==> src/rtl/alu_if.sv <==
// Opcode package and the operand/result bundle for the 8-bit ALU.
// The package sits here so it is compiled before anything that uses operand_t.
package alu_pkg;
    typedef enum logic [2:0] {
        ADD = 3'd0,
        SUB = 3'd1,
        SLL = 3'd2,
        LSR = 3'd3,
        AND = 3'd4,
        OR  = 3'd5,
        XOR = 3'd6,
        EQL = 3'd7
    } operand_t;
endpackage

interface alu_if;
    import alu_pkg::*;

    logic [7:0] a_i;
    logic [7:0] b_i;
    operand_t   op_i;
    logic [7:0] alu_o;
    logic       carry_o;
    logic       zero_o;

    modport master (
        output a_i, b_i, op_i,
        input  alu_o, carry_o, zero_o
    );

    modport slave (
        input  a_i, b_i, op_i,
        output alu_o, carry_o, zero_o
    );
endinterface

==> src/rtl/alu.sv <==
// 8-bit, eight-operation ALU with a one-cycle registered result,
// carry/borrow flag and zero flag.
module alu
    import alu_pkg::*;
(
    input  logic   clk_i,
    input  logic   rst_ni,
    alu_if.slave   bus
);

    logic [7:0] res_d;
    logic [7:0] res_q;
    logic       carry_d;
    logic       carry_q;
    logic       zero_d;
    logic       zero_q;
    logic [8:0] sum_s;
    logic [7:0] a_s;
    logic [7:0] b_s;

    function automatic logic is_zero(input logic [7:0] v);
        return (v == 8'h00);
    endfunction

    assign a_s   = bus.a_i;
    assign b_s   = bus.b_i;
    assign sum_s = {1'b0, a_s} + {1'b0, b_s};

    // Operation select; the borrow for SUB is simply a < b on unsigned operands.
    always_comb begin
        res_d   = 8'h00;
        carry_d = 1'b0;
        case (bus.op_i)
            ADD: begin
                res_d   = sum_s[7:0];
                carry_d = sum_s[8];
            end
            SUB: begin
                res_d   = a_s - b_s;
                carry_d = (a_s < b_s) ? 1'b1 : 1'b0;
            end
            SLL: res_d = a_s << b_s[2:0];
            LSR: res_d = a_s >> b_s[2:0];
            AND: res_d = a_s & b_s;
            OR:  res_d = a_s | b_s;
            XOR: res_d = a_s ^ b_s;
            EQL: res_d = {7'b000_0000, (a_s == b_s)};
            default: begin
                res_d   = 8'h00;
                carry_d = 1'b0;
            end
        endcase
        zero_d = is_zero(res_d);
    end

    // Output registers; reset clears the result and both flags.
    always_ff @(posedge clk_i) begin
        if (!rst_ni) begin
            res_q   <= 8'h00;
            carry_q <= 1'b0;
            zero_q  <= 1'b0;
        end else begin
            res_q   <= res_d;
            carry_q <= carry_d;
            zero_q  <= zero_d;
        end
    end

    assign bus.alu_o   = res_q;
    assign bus.carry_o = carry_q;
    assign bus.zero_o  = zero_q;

endmodule

==> src/flat_wrapper.sv <==
// flat-port wrapper written by rule: the top's interface ports become plain ports
module alu_flat import alu_pkg::*;
  (clk_i, rst_ni, bus_a_i, bus_b_i, bus_op_i, bus_alu_o, bus_carry_o, bus_zero_o);
  alu_if bus_i ();
  input  logic clk_i;
  input  logic rst_ni;
  input wire logic [$bits(bus_i.a_i)-1:0] bus_a_i;
  input wire logic [$bits(bus_i.b_i)-1:0] bus_b_i;
  input wire logic [$bits(bus_i.op_i)-1:0] bus_op_i;
  output wire logic [$bits(bus_i.alu_o)-1:0] bus_alu_o;
  output wire logic [$bits(bus_i.carry_o)-1:0] bus_carry_o;
  output wire logic [$bits(bus_i.zero_o)-1:0] bus_zero_o;
  assign bus_i.a_i = bus_a_i;
  assign bus_i.b_i = bus_b_i;
  assign bus_i.op_i = bus_op_i;
  assign bus_alu_o = bus_i.alu_o;
  assign bus_carry_o = bus_i.carry_o;
  assign bus_zero_o = bus_i.zero_o;
  alu u_core (.clk_i(clk_i), .rst_ni(rst_ni), .bus(bus_i));
endmodule
==> config.mk <==
export PLATFORM = sky130hd
export DESIGN_NAME = alu_flat
export DESIGN_NICKNAME = d
export VERILOG_FILES = /design/src/rtl/alu_if.sv /design/src/rtl/alu.sv /design/src/flat_wrapper.sv
export SDC_FILE = /design/constraint.sdc
export NUM_CORES = 1
export LEC_CHECK = 0
export CORE_MARGIN = 3
export CORE_UTILIZATION = 40
export CTS_CLUSTER_DIAMETER = 100
export CTS_CLUSTER_SIZE = 10
export DETAILED_ROUTE_END_ITERATION = 10
export PLACE_DENSITY_LB_ADDON = 0.2
export SYNTH_ARGS = -nofsm -noshare
export SYNTH_HDL_FRONTEND = slang
export SYNTH_SLANG_ARGS = --single-unit
==> constraint.sdc <==
create_clock -name clk_i -period 5.11 [get_ports clk_i]
set_input_delay 0.7665 -clock clk_i [delete_from_list [all_inputs] [get_ports clk_i]]
set_output_delay 0.7665 -clock clk_i [all_outputs]
set_load 0.03 [all_outputs]
-- Word level (Yosys, flattened, before mapping)
Index checks and enable logic that the tools add are counted.
- word-level logic and storage cells: 24
- flip-flop bits (word level): 10
- bits of input ports: 21
- output and inout port bits: 10
- add/subtract/negate cells: 2
- multiplexer cells: 3
- reductions and logical operators: 2
- equal/unequal tests: 8
- shifts and indexed selects: 2
- bitwise gates (word level): 3
- magnitude comparators: 1
- operators with widths (kind ; number):
    $pmux W8 S8 ; 1
    $eq A3 B3 Y1 const B ; 4
    $add A8 B8 Y9 ; 1
    $and A8 B8 Y8 ; 1
    $eq A8 B8 Y1 ; 1
    $logic_not A8 Y1 ; 1
    $lt A8 B8 Y1 ; 1
    $or A8 B8 Y8 ; 1
    $shl A8 B3 Y8 ; 1
    $shr A8 B3 Y8 ; 1
    $sub A8 B8 Y8 ; 1
    $xor A8 B8 Y8 ; 1
    $eq A3 B2 Y1 const B ; 2
    $eq A3 B1 Y1 const B ; 1
    $logic_not A3 Y1 ; 1
    $pmux W1 S2 ; 1
    $mux W1 ; 1

-- Logic depth before layout (Yosys ltp)
- word-level depth: 3
- depth in mapped cells: 12
- gate-level depth less buffers: 11

-- Least setup slack after synthesis
OpenSTA, ideal clock, no wires.
- path type: in2reg
- start: input port bus_b_i[1]
- end: register u_core.zero_q (netlist: u_core.bus.zero_o)
- arrival: 3.360 ns
- path buffers: 3
- library setup time: 0.088 ns
- stages: 12
- slack: 1.662 ns
- cell sequence: buf_6 > buf_2 > buf_1 > inv_1 > ha_1 > or2_2 > a221oi_1 > o21ai_0 > and3b_1 > o31ai_1 > a22oi_1 > nor4_2
- cells in the longest elaborated chain, start to end: 3
- elaborated cells on any way between the ends: 10
- ends and longest elaborated chain (what ; line ; source):
    start: declaration ; flat_wrapper.sv:8 ; input wire logic [$bits(bus_i.b_i)-1:0] bus_b_i;
    $sub A8 B8 Y8, or another cell as far along ; alu.sv:39 ; res_d = a_s - b_s;
    $pmux W8 S8 (*) ; alu.sv:33 ; case (bus.op_i)
    $logic_not A8 Y1 (*) ; alu.sv:22 ; return (v == 8'h00);
    end signal: assignment ; alu.sv:65 ; zero_q <= zero_d;
    end: declaration ; alu.sv:16 ; logic zero_q;
Every way passes the cells marked *; elsewhere a longest branch is shown, timed or not.
A chain may end at the register's enable or synchronous reset.

-- Worst setup path after layout
- start: input port bus_b_i[0]
- end: register u_core.zero_q (netlist: u_core.bus.zero_o)
Same word-level chain as after synthesis.

==> results.md <==
- Status: finished, final reports clean
- Unique masters post-synth: 56
- WS Path Type: in -> reg
- Antenna violations before repair: 0
- Critical Path End Type: flip-flop
- Die area: 6110 sq um
- Syn nets: 329
- Initial Utilization: 0.427
- GPL Wtd Cong: 0.953
- Post-Syn Area: 2080 sq um
- CP top delay family: buffers and inverters
- Hold Path End: u_core.bus.alu_o[6]
- Sw frac: 0.407
- FMAX: 0.266 GHz
- Placeable Area: 4880 sq um
- Fin. Hold Viols: 0
- DRC Markers: 0
- Hold_ws: 1.21 ns
- Detailed Route Iter0 Violations: 197
- Seq/Total Area, Yosys: 0.0962
- Number of flops mapped to enable cells by yosys: 0
- Critical hold path startpoint: rst_ni
- Post-CTS setup buffer count: 0
- Largest net degree at the start of global routing: 32
- N_diodes: 0
- Global-route usage over all layers: 0.205
- Vias per std cell: 5.94
- Int Power: 0.000233 W
- Nets: 351
- Port Buffer Count: 30
- Slew Limit Fails: 0
- CTS tree: built
- Final setup vio count: 0
- Worst Max-Slew Pin Slew: 0.978 ns
- Post-Syn Instances: 281
- Crit-path slowest cell: clkdlybuf4s50_1
- CP Depth: 11
- Chip Height: 78.1 microns
- Startpoint types: primary input
- Max Cap Violations: 0
- Area growth syn-to-layout: 17.8%
- Comb pwr share: 0.587
- Critical path cell sequence: clkdlybuf4s50_1 -> buf_4 -> ha_1 -> inv_1 -> fa_1 -> nor3b_1 -> nor3_1 -> o31a_1 -> o22ai_1 -> a211o_1 -> nor4_2
- Row count: 25
- GRT Residual Overflow: 0
- Clock-pin slew on the worst setup and hold paths: 0.04 ns
- Yosys Warn Count: 0
- Tot Pwr: 0.000392 W
- Number of buffers created by CTS: 3
- H-tree depth: 1
- Max incr delay on CP: 0.64 ns
- Top Ports: 31
- Routed Antenna Nets: 0
- Detail Placement HPWL: 5150 microns
- Number of global-route vias before repair: 1976
- Worst Path Arrival: 3.90 ns
- Worst hold stages: 2
- PD cells: 160 nW/um^2
- Clock Sinks: 10
- Main flop type after synthesis: dfxtp_1
- Die Wd: 78.1 microns
- Share of cells above drive strength 1: 0.0631
- Slew margin rel.: 0.346
- # hold bufs at CTS: 0
- Unrepaired setup endpoints after global routing: no
- Worst vdd ir: 0.0877 mV
- Drt total wl: 6410 microns
- Post-CTS resize count: 0
- Number of synthesized register bits: 10
- Max Root-Sink Buffers: 2
- Clock Power Share: 0.192
- Fin crit period: 3.76 ns
- DR vias: 2187
- WP buf/inv: 3
- First-pass GRT wire length: 10100 microns
- LEAKAGE: 1.06 nW
- Wire per inst: 17.4 microns
- Pre-CTS WS: 1.15 ns
- Setup slack after layout: 1.35 ns
- Syn Area/Cell: 7.41 sq um
- Post-synth ARST share: 0
- Root Buffer: clkbuf_8
- Setup tns final: 0 ns
- Final Cycle Share: 0.736
- Seq pwr share: 0.221
- Worst EP required: 5.25 ns
- Worst Hold Class: in -> reg
- Detailed Routing Iterations Pass 1: 5
- CP Max Fanout: 10
- Switching power: 0.000160 W
[final cells by class]
class                      instances  area [sq um]
multi-input combinational        231          1720
inverter                          24          90.1
clock buffer                       3          41.3
sequential                        10           200
tap                               67          83.8
fill                             507          2430
timing repair buffer              33           323
[worst max path at each step]
stage | startpoint | endpoint
finish | bus_b_i[0] | u_core.bus.zero_o
detailed placement | bus_b_i[0] | u_core.bus.zero_o
global route | bus_b_i[1] | u_core.bus.zero_o
CTS | bus_b_i[0] | u_core.bus.zero_o
floorplan | bus_b_i[1] | u_core.bus.zero_o
global placement | bus_b_i[0] | u_core.bus.zero_o
[Yosys cell counts (3+ instances only)]
cell type | n | area (sq um)
ha_1 | 25 | 313
nor2_1 | 25 | 93.8
inv_1 | 23 | 86.3
nand2_1 | 19 | 71.3
mux2i_1 | 18 | 180
o21ai_0 | 16 | 80.1
a21oi_1 | 11 | 55.1
dfxtp_1 | 10 | 200
nand3_1 | 8 | 40.0
nor3_1 | 8 | 40.0
clkbuf_1 | 7 | 26.3
nor2b_1 | 7 | 43.8
a211oi_1 | 5 | 37.5
nand3b_1 | 5 | 37.5
nor3b_1 | 5 | 37.5
o211ai_1 | 5 | 37.5
a211o_1 | 4 | 35.0
buf_2 | 4 | 20.0
nand2b_1 | 4 | 25.0
a21boi_0 | 3 | 22.5
a22oi_1 | 3 | 22.5
a31oi_1 | 3 | 18.8
and2_1 | 3 | 18.8
buf_1 | 3 | 11.3
mux4_2 | 3 | 67.6
nand4_1 | 3 | 18.8
o22ai_1 | 3 | 18.8
o32ai_1 | 3 | 26.3
or2_2 | 3 | 18.8
or3_1 | 3 | 18.8
xor2_1 | 3 | 26.3
[logic make-up (layout without fill, tap and decap cells)]
group	after synthesis	after routing	synth area share
flip-flops	10	10	0.0962
multiplexers	23	23	0.130
buffers and inverters	40	60	0.0799
AO/OA/AOI/OAI	76	76	0.252
adder cells (fa/ha/maj)	27	27	0.169
AND/OR/NAND/NOR	102	102	0.260
XOR/XNOR	3	3	0.0126
[per-layer routing]
metal / global-route usage / up-vias / wire length, microns
met3: 0.0229 / 14 / 446
met2: 0.339 / 91 / 3060
met5: 0 / - / 0
met1: 0.272 / 1022 / 2770
met4: 0.0822 / 0 / 129
li1: - / 1060 / -
[flip-flops by register name, indices dropped and copies added, names as in the netlist]
signal              flops
u_core.bus.carry_o      1
u_core.bus.zero_o       1
u_core.bus.alu_o        8
[per-stage QoR]
step,utilization,instances,cell area (sq um)
6_report,0.503,368,2450
2_1_floorplan,-,281,2080
3_3_place_gp,0.494,365,2410
3_5_place_dp,0.494,365,2410
4_1_cts,0.503,368,2450
5_1_grt,0.503,368,2450
[power groups by stage]
stage | clock (W) | sequential (W) | combinational, W
2_1_floorplan | 0 | 0.000103 | 0.000138
3_3_place_gp | 0 | 0.0000881 | 0.000227
3_5_place_dp | 0 | 0.0000885 | 0.000227
4_1_cts | 0.0000777 | 0.0000871 | 0.000228
5_1_grt | 0.0000840 | 0.0000876 | 0.000249
6_report | 0.0000753 | 0.0000869 | 0.000230
[placed cells by master (no fill, tap or decap), drive strengths merged, types with 4 or more instances in the layout]
cell,synthesis,routed
nand2,19,19
mux2i,18,18
nor2,25,25
a211oi,5,5
o211ai,5,5
inv,24,24
nand2b,4,4
a21oi,11,11
a22oi,4,4
ha,25,25
nor3b,5,5
clkdlybuf4s50,0,30
o21ai,16,16
nor3,8,8
nand3b,5,5
dfxtp,10,10
a211o,4,4
nor2b,7,7
nand3,8,8
(Power assumes the default switching activity.)
